<file path="src/rtl/quad_encoder_counter_pkg.sv">
// Shared definitions for quadrature decoding: transition codes and the
// legal Gray-code position sequence (forward rotation order S0->S1->S2->S3).
package quad_encoder_counter_pkg;

    localparam logic [1:0] TR_NONE    = 2'd0;
    localparam logic [1:0] TR_UP      = 2'd1;
    localparam logic [1:0] TR_DOWN    = 2'd2;
    localparam logic [1:0] TR_ILLEGAL = 2'd3;

    localparam logic [1:0] AB_S0 = 2'b00;
    localparam logic [1:0] AB_S1 = 2'b01;
    localparam logic [1:0] AB_S2 = 2'b11;
    localparam logic [1:0] AB_S3 = 2'b10;

endpackage

</file>
<file path="src/rtl/quad_step_decode.sv">
// Combinational classifier of one {A,B} sample pair into none/up/down/illegal.
// Kept standalone so other encoder or jog blocks can reuse it.
module quad_step_decode
    import quad_encoder_counter_pkg::*;
(
    input  logic [1:0] prev_ab,
    input  logic [1:0] cur_ab,
    output logic [1:0] tr
);

    // Full 16-entry lookup of the previous/current phase pair
    always_comb begin
        tr = TR_NONE;
        case ({prev_ab, cur_ab})
            {AB_S0, AB_S0}: tr = TR_NONE;
            {AB_S0, AB_S1}: tr = TR_UP;
            {AB_S0, AB_S2}: tr = TR_ILLEGAL;
            {AB_S0, AB_S3}: tr = TR_DOWN;
            {AB_S1, AB_S0}: tr = TR_DOWN;
            {AB_S1, AB_S1}: tr = TR_NONE;
            {AB_S1, AB_S2}: tr = TR_UP;
            {AB_S1, AB_S3}: tr = TR_ILLEGAL;
            {AB_S2, AB_S0}: tr = TR_ILLEGAL;
            {AB_S2, AB_S1}: tr = TR_DOWN;
            {AB_S2, AB_S2}: tr = TR_NONE;
            {AB_S2, AB_S3}: tr = TR_UP;
            {AB_S3, AB_S0}: tr = TR_UP;
            {AB_S3, AB_S1}: tr = TR_ILLEGAL;
            {AB_S3, AB_S2}: tr = TR_DOWN;
            {AB_S3, AB_S3}: tr = TR_NONE;
            default:        tr = TR_NONE;
        endcase
    end

endmodule

</file>
<file path="src/rtl/quad_encoder_counter.sv">
// Quadrature encoder counter: decodes Gray-code quarter-steps, groups them
// into detent steps and accumulates a wrapping or saturating value for PWM.
module quad_encoder_counter
    import quad_encoder_counter_pkg::*;
#(
    parameter int WIDTH           = 8,
    parameter int STEP            = 1,
    parameter int PULSES_PER_STEP = 4,
    parameter int SATURATE        = 0,
    parameter int RESET_VALUE     = 0
)
(
    input  logic             clk,
    input  logic             reset_n,
    input  logic             enc_a,
    input  logic             enc_b,
    output logic [WIDTH-1:0] value,
    output logic             step_pulse,
    output logic             dir,
    output logic             err
);

    localparam int ACC_W = $clog2(PULSES_PER_STEP) + 1;
    localparam logic signed [ACC_W-1:0] ACC_MAX = ACC_W'(PULSES_PER_STEP - 1);
    localparam logic signed [ACC_W-1:0] ACC_MIN = -ACC_MAX;
    localparam logic signed [ACC_W-1:0] ACC_ONE = ACC_W'(1);
    localparam logic [WIDTH:0]   STEP_X  = (WIDTH+1)'(STEP);
    localparam logic [WIDTH-1:0] MAX_V   = {WIDTH{1'b1}};
    localparam logic [WIDTH-1:0] RST_V   = WIDTH'(RESET_VALUE);
    localparam bit               SAT_EN  = (SATURATE != 0);

    logic [1:0]              cur_ab_s;
    logic [1:0]              prev_ab_r;
    logic [1:0]              tr_s;
    logic [1:0]              tr_r;
    logic signed [ACC_W-1:0] acc_r;
    logic signed [ACC_W-1:0] acc_nxt_s;
    logic [WIDTH-1:0]        value_r;
    logic [WIDTH-1:0]        value_nxt_s;
    logic [WIDTH:0]          sum_s;
    logic [WIDTH:0]          diff_s;
    logic [WIDTH-1:0]        up_val_s;
    logic [WIDTH-1:0]        dn_val_s;
    logic                    dir_r;
    logic                    dir_nxt_s;
    logic                    step_pulse_r;
    logic                    err_r;

    assign cur_ab_s = {enc_a, enc_b};

    quad_step_decode u_decode (
        .prev_ab (prev_ab_r),
        .cur_ab  (cur_ab_s),
        .tr      (tr_s)
    );

    // Candidate up/down values; the extra MSB is the carry or borrow
    always_comb begin
        sum_s    = {1'b0, value_r} + STEP_X;
        diff_s   = {1'b0, value_r} - STEP_X;
        up_val_s = (SAT_EN && sum_s[WIDTH])  ? MAX_V        : sum_s[WIDTH-1:0];
        dn_val_s = (SAT_EN && diff_s[WIDTH]) ? {WIDTH{1'b0}} : diff_s[WIDTH-1:0];
    end

    // Quarter-step accumulation and detent step issue from the registered transition
    always_comb begin
        acc_nxt_s   = acc_r;
        value_nxt_s = value_r;
        dir_nxt_s   = dir_r;
        case (tr_r)
            TR_UP: begin
                if (acc_r == ACC_MAX) begin
                    acc_nxt_s   = {ACC_W{1'b0}};
                    value_nxt_s = up_val_s;
                    dir_nxt_s   = 1'b1;
                end else begin
                    acc_nxt_s   = acc_r + ACC_ONE;
                end
            end
            TR_DOWN: begin
                if (acc_r == ACC_MIN) begin
                    acc_nxt_s   = {ACC_W{1'b0}};
                    value_nxt_s = dn_val_s;
                    dir_nxt_s   = 1'b0;
                end else begin
                    acc_nxt_s   = acc_r - ACC_ONE;
                end
            end
            default: begin
                acc_nxt_s   = acc_r;
                value_nxt_s = value_r;
                dir_nxt_s   = dir_r;
            end
        endcase
    end

    // State and output registers; reset captures the live phases so release never counts
    always_ff @(posedge clk) begin
        if (!reset_n) begin
            prev_ab_r    <= cur_ab_s;
            tr_r         <= TR_NONE;
            acc_r        <= {ACC_W{1'b0}};
            value_r      <= RST_V;
            dir_r        <= 1'b0;
            step_pulse_r <= 1'b0;
            err_r        <= 1'b0;
        end else begin
            prev_ab_r    <= cur_ab_s;
            tr_r         <= tr_s;
            acc_r        <= acc_nxt_s;
            value_r      <= value_nxt_s;
            dir_r        <= dir_nxt_s;
            step_pulse_r <= (value_nxt_s != value_r);
            err_r        <= (tr_r == TR_ILLEGAL);
        end
    end

    assign value      = value_r;
    assign step_pulse = step_pulse_r;
    assign dir        = dir_r;
    assign err        = err_r;

endmodule

</file>
<file path="config.mk">
export PLATFORM = sky130hd
export DESIGN_NAME = quad_encoder_counter
export DESIGN_NICKNAME = d
export VERILOG_FILES = /design/src/rtl/quad_encoder_counter_pkg.sv /design/src/rtl/quad_step_decode.sv /design/src/rtl/quad_encoder_counter.sv
export SDC_FILE = /design/constraint.sdc
export NUM_CORES = 1
export LEC_CHECK = 0
export CORE_MARGIN = 2
export CORE_UTILIZATION = 45
export DETAILED_ROUTE_END_ITERATION = 10
export GPL_TIMING_DRIVEN = 0
export PLACE_DENSITY_LB_ADDON = 0.15
export SLEW_MARGIN = 20
export SYNTH_ARGS = -nofsm -noshare
export SYNTH_HDL_FRONTEND = slang
export SYNTH_HIERARCHICAL = 1
export SYNTH_SLANG_ARGS = --single-unit
</file>
<file path="constraint.sdc">
create_clock -name clk -period 2.65 [get_ports clk]
set_input_delay 0.53 -clock clk [delete_from_list [all_inputs] [get_ports clk]]
set_output_delay 0.53 -clock clk [all_outputs]
set_load 0.02 [all_outputs]
</file>
==> results.cfg, run 1 <==
[setup_path]
path_cells = ha_1 > nand4bb_1 > or4_1 > a211o_1 > o221a_2 > a41oi_2
critPathMaxStageDelay_ns = 0.45
timing.critical_path.max_delay_family = compound AO/OA/AOI/OAI gates
criticalPathCategory = reg2reg
cp.arrival_ns = 2.55
timing.reg2reg.setup_slack_ns = 0.33
cp_data_required_time_ns = 2.87
worstSetupEndpointType = flip-flop
startpoint = acc_r[0]$_SDFFE_PN0N_
critical_path.slowest_cell = sky130_fd_sc_hd__or4_1
kind_of_start_point_of_the_critical_path = flip-flop
worst_r2r_path_depth = 6
regToRegStartpoint = acc_r[0]$_SDFFE_PN0N_
worstReg2RegEnd = step_pulse$_SDFF_PN0_
critical_path_buf_inv_count = 0
crit_path_max_fanout = 8

[cells_and_area]
fillers = 263
drive_gt1_share_pct = 6.45
diodes = 0
finalNetCount = 199
final_cell_count_no_fill = 217
final_core_util_pct = 55.6
area_delta_synth_final_pct = 16.1

[min_path]
worst_hold_startpoint = dir$_SDFFE_PN0P_
worst_hold_path_type = reg2reg
holdPathStages = 2
holdPathEnd = dir$_SDFFE_PN0P_

[synth]
synth_async_sr_flop_share_pct = 0
synth_common_cells = 18 x sky130_fd_sc_hd__dfxtp_1, 14 x sky130_fd_sc_hd__nor2_1, 12 x sky130_fd_sc_hd__a21oi_1
synth.yosys.seq_area_share_pct = 27.0
synth_flop_cell = sky130_fd_sc_hd__dfxtp_1
fraction_of_post_synthesis_cell_area_in_the_top_cell_type_by_area_pct = 27.0
synth_area_um2 = 1330
synth.largest_area_cell = sky130_fd_sc_hd__dfxtp_1
ys.warnings.count = 6
synth_cell_type_count = 57
post_synth_edffs = 0
postSynthNetCount = 180
synth_area_per_cell_um2 = 7.93
number_of_register_bits_inferred_by_synthesis = 18
yosysMostFrequentCell = sky130_fd_sc_hd__dfxtp_1
netlist_instances = 168
yosys-top-cells-area = sky130_fd_sc_hd__dfxtp_1 27%, sky130_fd_sc_hd__ha_1 7.5%, sky130_fd_sc_hd__a21oi_1 4.5%

[timing]
drv_slew = 0
achievable-frequency_mhz = 430
timing.slew.headroom_pct = 60.3
hold_violations = 0
final.setup.worst_slack_ns = 0.327
fin_tns_setup_ns = 0
setup_viol = 0
timing.final.crit_period_ns = 2.32
final.setup_skew_ns = 0.00398
tightest_slew_ns = 0.587
period_share_pct = 87.7
unrepaired_setup_endpoints_after_global_routing = no

[placed_design]
placement.setup.worst_slack_ns = 0.355
hpwl_after_dpl_mm = 2.54
post-place-cells = 213
number_of_input_and_output_port_buffers_inserted = 14
gpl.final_weighted_congestion = 0.909

[floorplan]
rows = 19
initial_cell_density_of_the_core_pct = 47.9
floorplan.io_pins = 15
fp.dieArea_um2 = 3410
die_height_um = 58.4
die_x_extent_um = 58.4
floorplan.core_area_um2 = 2780

[route]
routed_wirelength_mm = 3.51
drtPass1Iterations = 4
avgRoutedWirePerCell_um = 16.2
number_of_remaining_drc_errors = 0
final_antenna_net_count = 0
detail_route.iter0.violations = 91
post_drt_via_cell_ratio = 6.47
dr_total_vias = 1405

[global_route]
number_of_global_route_vias_before_repair = 1285
grt_overflow_total = 0
grt_max_degree = 11
globalRouteTotalUtil_pct = 22.6
grt_pass1_wl_mm = 6.04
antenna_found_initial = 0

[power]
p_leak_nw = 0.557
power_density_nw_per_um2 = 421
fin_total_pwr_mw = 0.652
vdd_drop_max_uv = 273

[clock_network]
cts_repair_resize_count = 0
cts-root-buf = sky130_fd_sc_hd__clkbuf_4
htree_num_levels = 1
tritoncts_num_sinks = 18
cts_hold_buffers = 0
clkLatencyLatePin_ns = 0.30
cts_setup_buffers = 0
clock_transition_at_the_registers_of_the_reported_paths_ns = 0.10
tritoncts = built
cts_made_buffers = 3
cts-root-to-sink-buffers = 2

[run]
cap_viol_max_count = 0

[run_status]
result_of_the_run = completed
worst max-delay path by stage:
stage | endpoint | slack (ns) | cells after the start
after floorplan | step_pulse$_SDFF_PN0_ | 0.61 | 6
after CTS | step_pulse$_SDFF_PN0_ | 0.34 | 6
after detailed placement | step_pulse$_SDFF_PN0_ | 0.36 | 6
after global routing | step_pulse$_SDFF_PN0_ | 0.14 | 8
after global placement | step_pulse$_SDFF_PN0_ | 0.40 | 6
final | step_pulse$_SDFF_PN0_ | 0.33 | 6
routing by layer:
metal	wire length, um	part of all wire [%]	track usage, %
met3	234	6.7	2.86
met4	74	2.1	8.64
met2	1610	46	34.8
met1	1590	45	32.1
met5	0	0	0
where the power goes:
group          switching [mW]  leakage, nW  internal [mW]
Combinational           0.107        0.388         0.0729
Sequential             0.0133        0.147          0.286
Clock                  0.0894       0.0210         0.0838
worst reg2reg max path, cell delays in order, from the launching register on:
cell,delay [ns]
sky130_fd_sc_hd__dfxtp_1,0.41
sky130_fd_sc_hd__ha_1,0.33
sky130_fd_sc_hd__nand4bb_1,0.26
sky130_fd_sc_hd__or4_1,0.45
sky130_fd_sc_hd__a211o_1,0.33
sky130_fd_sc_hd__o221a_2,0.29
sky130_fd_sc_hd__a41oi_2,0.19
placed cells by master (no fill, tap or decap), types with 2 or more instances in the layout:
cell type | Yosys | layout
sky130_fd_sc_hd__dfxtp_1 | 18 | 18
sky130_fd_sc_hd__nor2_1 | 14 | 14
sky130_fd_sc_hd__clkdlybuf4s50_1 | 0 | 14
sky130_fd_sc_hd__a21oi_1 | 12 | 12
sky130_fd_sc_hd__inv_1 | 10 | 10
sky130_fd_sc_hd__nand2_1 | 10 | 10
sky130_fd_sc_hd__clkbuf_1 | 9 | 9
sky130_fd_sc_hd__nand3_1 | 8 | 8
sky130_fd_sc_hd__ha_1 | 8 | 8
sky130_fd_sc_hd__o21ai_0 | 7 | 7
sky130_fd_sc_hd__a211oi_1 | 4 | 4
sky130_fd_sc_hd__nand2b_1 | 3 | 3
sky130_fd_sc_hd__a22oi_1 | 3 | 3
sky130_fd_sc_hd__o211ai_1 | 3 | 3
sky130_fd_sc_hd__and2_1 | 3 | 3
sky130_fd_sc_hd__clkbuf_4 | 0 | 3
sky130_fd_sc_hd__nand3b_1 | 2 | 2
sky130_fd_sc_hd__o21a_1 | 2 | 2
sky130_fd_sc_hd__and4b_1 | 2 | 2
sky130_fd_sc_hd__or3_1 | 2 | 2
sky130_fd_sc_hd__a31oi_1 | 2 | 2
sky130_fd_sc_hd__o31ai_1 | 2 | 2
sky130_fd_sc_hd__a22o_1 | 2 | 2
sky130_fd_sc_hd__nor2b_1 | 2 | 2
sky130_fd_sc_hd__or2_2 | 2 | 2
sky130_fd_sc_hd__and3_1 | 2 | 2
sky130_fd_sc_hd__nor4b_1 | 2 | 2
sky130_fd_sc_hd__mux2i_1 | 2 | 2
sky130_fd_sc_hd__o21bai_1 | 2 | 2
stage by stage:
step / hold slack [ns] / area [um^2]
detailed placement: 0.507 / 1510
finish: 0.516 / 1550
global route: 0.562 / 1550
CTS: 0.526 / 1550
floorplan: 0.490 / 1330
global placement: 0.488 / 1510
final cells by class:
class | instances | area [um^2] | area share [%]
multi-input combinational | 129 | 893 | 57.7
sequential | 18 | 360 | 23.3
timing repair buffer | 14 | 140 | 9.05
inverter | 11 | 41.3 | 2.67
tap | 31 | 38.8 | 2.51
buffer | 10 | 37.5 | 2.43
clock buffer | 4 | 36.3 | 2.34
cells by family after synthesis:
logic type               count (synthesis)  synth area share, %
AO/OA/AOI/OAI                           56                 30.6
flip-flops                              18                 27.0
multiplexers                             3                 2.35
buffers and inverters                   21                 5.92
adder cells (fa/ha/maj)                  8                 7.51
AND/OR/NAND/NOR                         62                 26.6
registers in the layout (all words and copies together) (netlist names):
register and cells:
value 8, acc_r 3, prev_ab_r 2, tr_r 2, dir 1, err 1
step_pulse 1
Note: power is estimated with default switching activity, not from simulation.
==> run 2: changes to the inputs <==
CORE_MARGIN = 3   (was 2)
RECOVER_POWER = 50   (was unset)
==> results.cfg, run 2 (synthesized netlist as in run 1, its figures left out) <==
[floorplan]
floorplan.core_area_um2 = 2780
rows = 19
die_height_um = 60.4
initial_cell_density_of_the_core_pct = 47.9
fp.dieArea_um2 = 3650
die_x_extent_um = 60.4
floorplan.io_pins = 15

[setup_path]
critPathMaxStageDelay_ns = 0.46
timing.critical_path.max_delay_family = compound AO/OA/AOI/OAI gates
worstReg2RegEnd = step_pulse$_SDFF_PN0_
kind_of_start_point_of_the_critical_path = flip-flop
cp.arrival_ns = 2.58
worstSetupEndpointType = flip-flop
critical_path.slowest_cell = sky130_fd_sc_hd__or4_1
path_cells = ha_1 > nand4bb_1 > or4_1 > a211o_1 > o221a_2 > a41oi_2
critical_path_buf_inv_count = 0
timing.reg2reg.setup_slack_ns = 0.31
criticalPathCategory = reg2reg
worst_r2r_path_depth = 6
crit_path_max_fanout = 8
cp_data_required_time_ns = 2.89
regToRegStartpoint = acc_r[0]$_SDFFE_PN0N_

[cells_and_area]
layout.cells.most_common_list = 18 x sky130_fd_sc_hd__dfxtp_1, 14 x sky130_fd_sc_hd__nor2_1, 12 x sky130_fd_sc_hd__a21oi_1, 12 x sky130_fd_sc_hd__dlygate4sd3_1
fillers = 265
finalNetCount = 199
mostFrequentLayoutCell = sky130_fd_sc_hd__dfxtp_1
multi_input_area_um2 = 893
area_occupied_by_registers_um2 = 360
largest_register_ff_count = 8
final_cell_count_no_fill = 217
area_delta_synth_final_pct = 16.1
drive_gt1_share_pct = 6.45
diodes = 0

[route]
number_of_remaining_drc_errors = 0
met2WireLength_mm = 1.52
topRoutingLayerUsed = met4
detail_route.iter0.violations = 87
met3_wirelength_um = 203
m1WireLength_mm = 1.57
routed_wirelength_mm = 3.39
dr_total_vias = 1343
final_antenna_net_count = 0
post_drt_via_cell_ratio = 6.19
drtPass1Iterations = 4
avgRoutedWirePerCell_um = 15.6

[run]
cap_viol_max_count = 0

[clock_network]
clkLatencyLatePin_ns = 0.31
tritoncts_num_sinks = 18
cts_made_buffers = 3
cts_setup_buffers = 0
tritoncts = built
cts_hold_buffers = 0
cts_repair_resize_count = 0
htree_num_levels = 1
cts-root-to-sink-buffers = 2
clock_transition_at_the_registers_of_the_reported_paths_ns = 0.11
cts-root-buf = sky130_fd_sc_hd__clkbuf_4

[timing]
tightest_slew_ns = 0.514
achievable-frequency_mhz = 428
timing.slew.headroom_pct = 65.2
setup_viol = 0
fin_tns_setup_ns = 0
final.setup_skew_ns = 0.000827
unrepaired_setup_endpoints_after_global_routing = no
period_share_pct = 88.2
timing.final.crit_period_ns = 2.34
drv_slew = 0
hold_violations = 0

[global_route]
grt_max_degree = 11
grt_overflow_total = 0
number_of_global_route_vias_before_repair = 1219
antenna_found_initial = 0
globalRouteTotalUtil_pct = 20.9
grt_pass1_wl_mm = 5.80

[run_status]
result_of_the_run = completed

[min_path]
holdPathEnd = dir$_SDFFE_PN0P_
worst_hold_path_type = reg2reg
worst_hold_startpoint = dir$_SDFFE_PN0P_
holdPathStages = 2

[power]
vdd_drop_max_uv = 393
power_density_nw_per_um2 = 422
p_leak_nw = 0.587

[placed_design]
post-place-cells = 213
number_of_input_and_output_port_buffers_inserted = 14
hpwl_after_dpl_mm = 2.49
gpl.final_weighted_congestion = 0.871
run 2: cell types whose count changed in the layout (fill, tap and decap cells not counted):
cell	change
sky130_fd_sc_hd__o21ai_0	+1
sky130_fd_sc_hd__o21ai_1	-1
sky130_fd_sc_hd__dlygate4sd3_1	+12
sky130_fd_sc_hd__clkdlybuf4s50_1	-12
run 2: final cells by class:
type / count / share of cell area, %
clock buffer: 4 / 2.34
buffer: 10 / 2.43
multi-input combinational: 129 / 57.7
inverter: 11 / 2.67
sequential: 18 / 23.3
timing repair buffer: 14 / 9.05
tap: 31 / 2.51
run 2: report_power, final:
group | switching [mW] | leakage, nW | internal (mW)
clock | 0.0973 | 0.0210 | 0.0840
sequential | 0.0134 | 0.147 | 0.286
combinational | 0.103 | 0.419 | 0.0698
total | 0.214 | 0.587 | 0.439
run 2: through the flow:
| step | total power, mW | utilization, % | hold slack, ns | setup WS [ns] | cell area [um^2] |
|---|---|---|---|---|---|
| after floorplan | 0.428 | - | 0.490 | 0.605 | 1330 |
| after global placement | 0.476 | 54.3 | 0.488 | 0.394 | 1510 |
| after detailed placement | 0.481 | 54.3 | 0.512 | 0.365 | 1510 |
| after CTS | 0.662 | 55.6 | 0.537 | 0.330 | 1550 |
| after global routing | 0.689 | 55.6 | 0.551 | 0.131 | 1550 |
| final | 0.653 | 55.6 | 0.526 | 0.314 | 1550 |
run 2: per-layer routing:
metal | vias to the layer above | global-route usage, %
met4 | 0 | 10.2
met2 | 52 | 31.5
li1 | 661 | -
met3 | 9 | 3.40
met5 | - | 0
met1 | 621 | 29.1
run 2: how the worst max path moves through the flow:
stage                                from               endpoint  cells after the start
finish              acc_r[0]$_SDFFE_PN0N_  step_pulse$_SDFF_PN0_                      6
global route           tr_r[0]$_SDFF_PN0_  step_pulse$_SDFF_PN0_                      7
global placement    acc_r[0]$_SDFFE_PN0N_  step_pulse$_SDFF_PN0_                      6
detailed placement  acc_r[0]$_SDFFE_PN0N_  step_pulse$_SDFF_PN0_                      6
floorplan           acc_r[0]$_SDFFE_PN0N_  step_pulse$_SDFF_PN0_                      6
CTS                 acc_r[0]$_SDFFE_PN0N_  step_pulse$_SDFF_PN0_                      6
run 2: worst reg2reg max path: stages, from the launching register on:
cell and delay (ns):
sky130_fd_sc_hd__dfxtp_1 0.42, sky130_fd_sc_hd__ha_1 0.33, sky130_fd_sc_hd__nand4bb_1 0.26, sky130_fd_sc_hd__or4_1 0.46, sky130_fd_sc_hd__a211o_1 0.32, sky130_fd_sc_hd__o221a_2 0.29, sky130_fd_sc_hd__a41oi_2 0.19
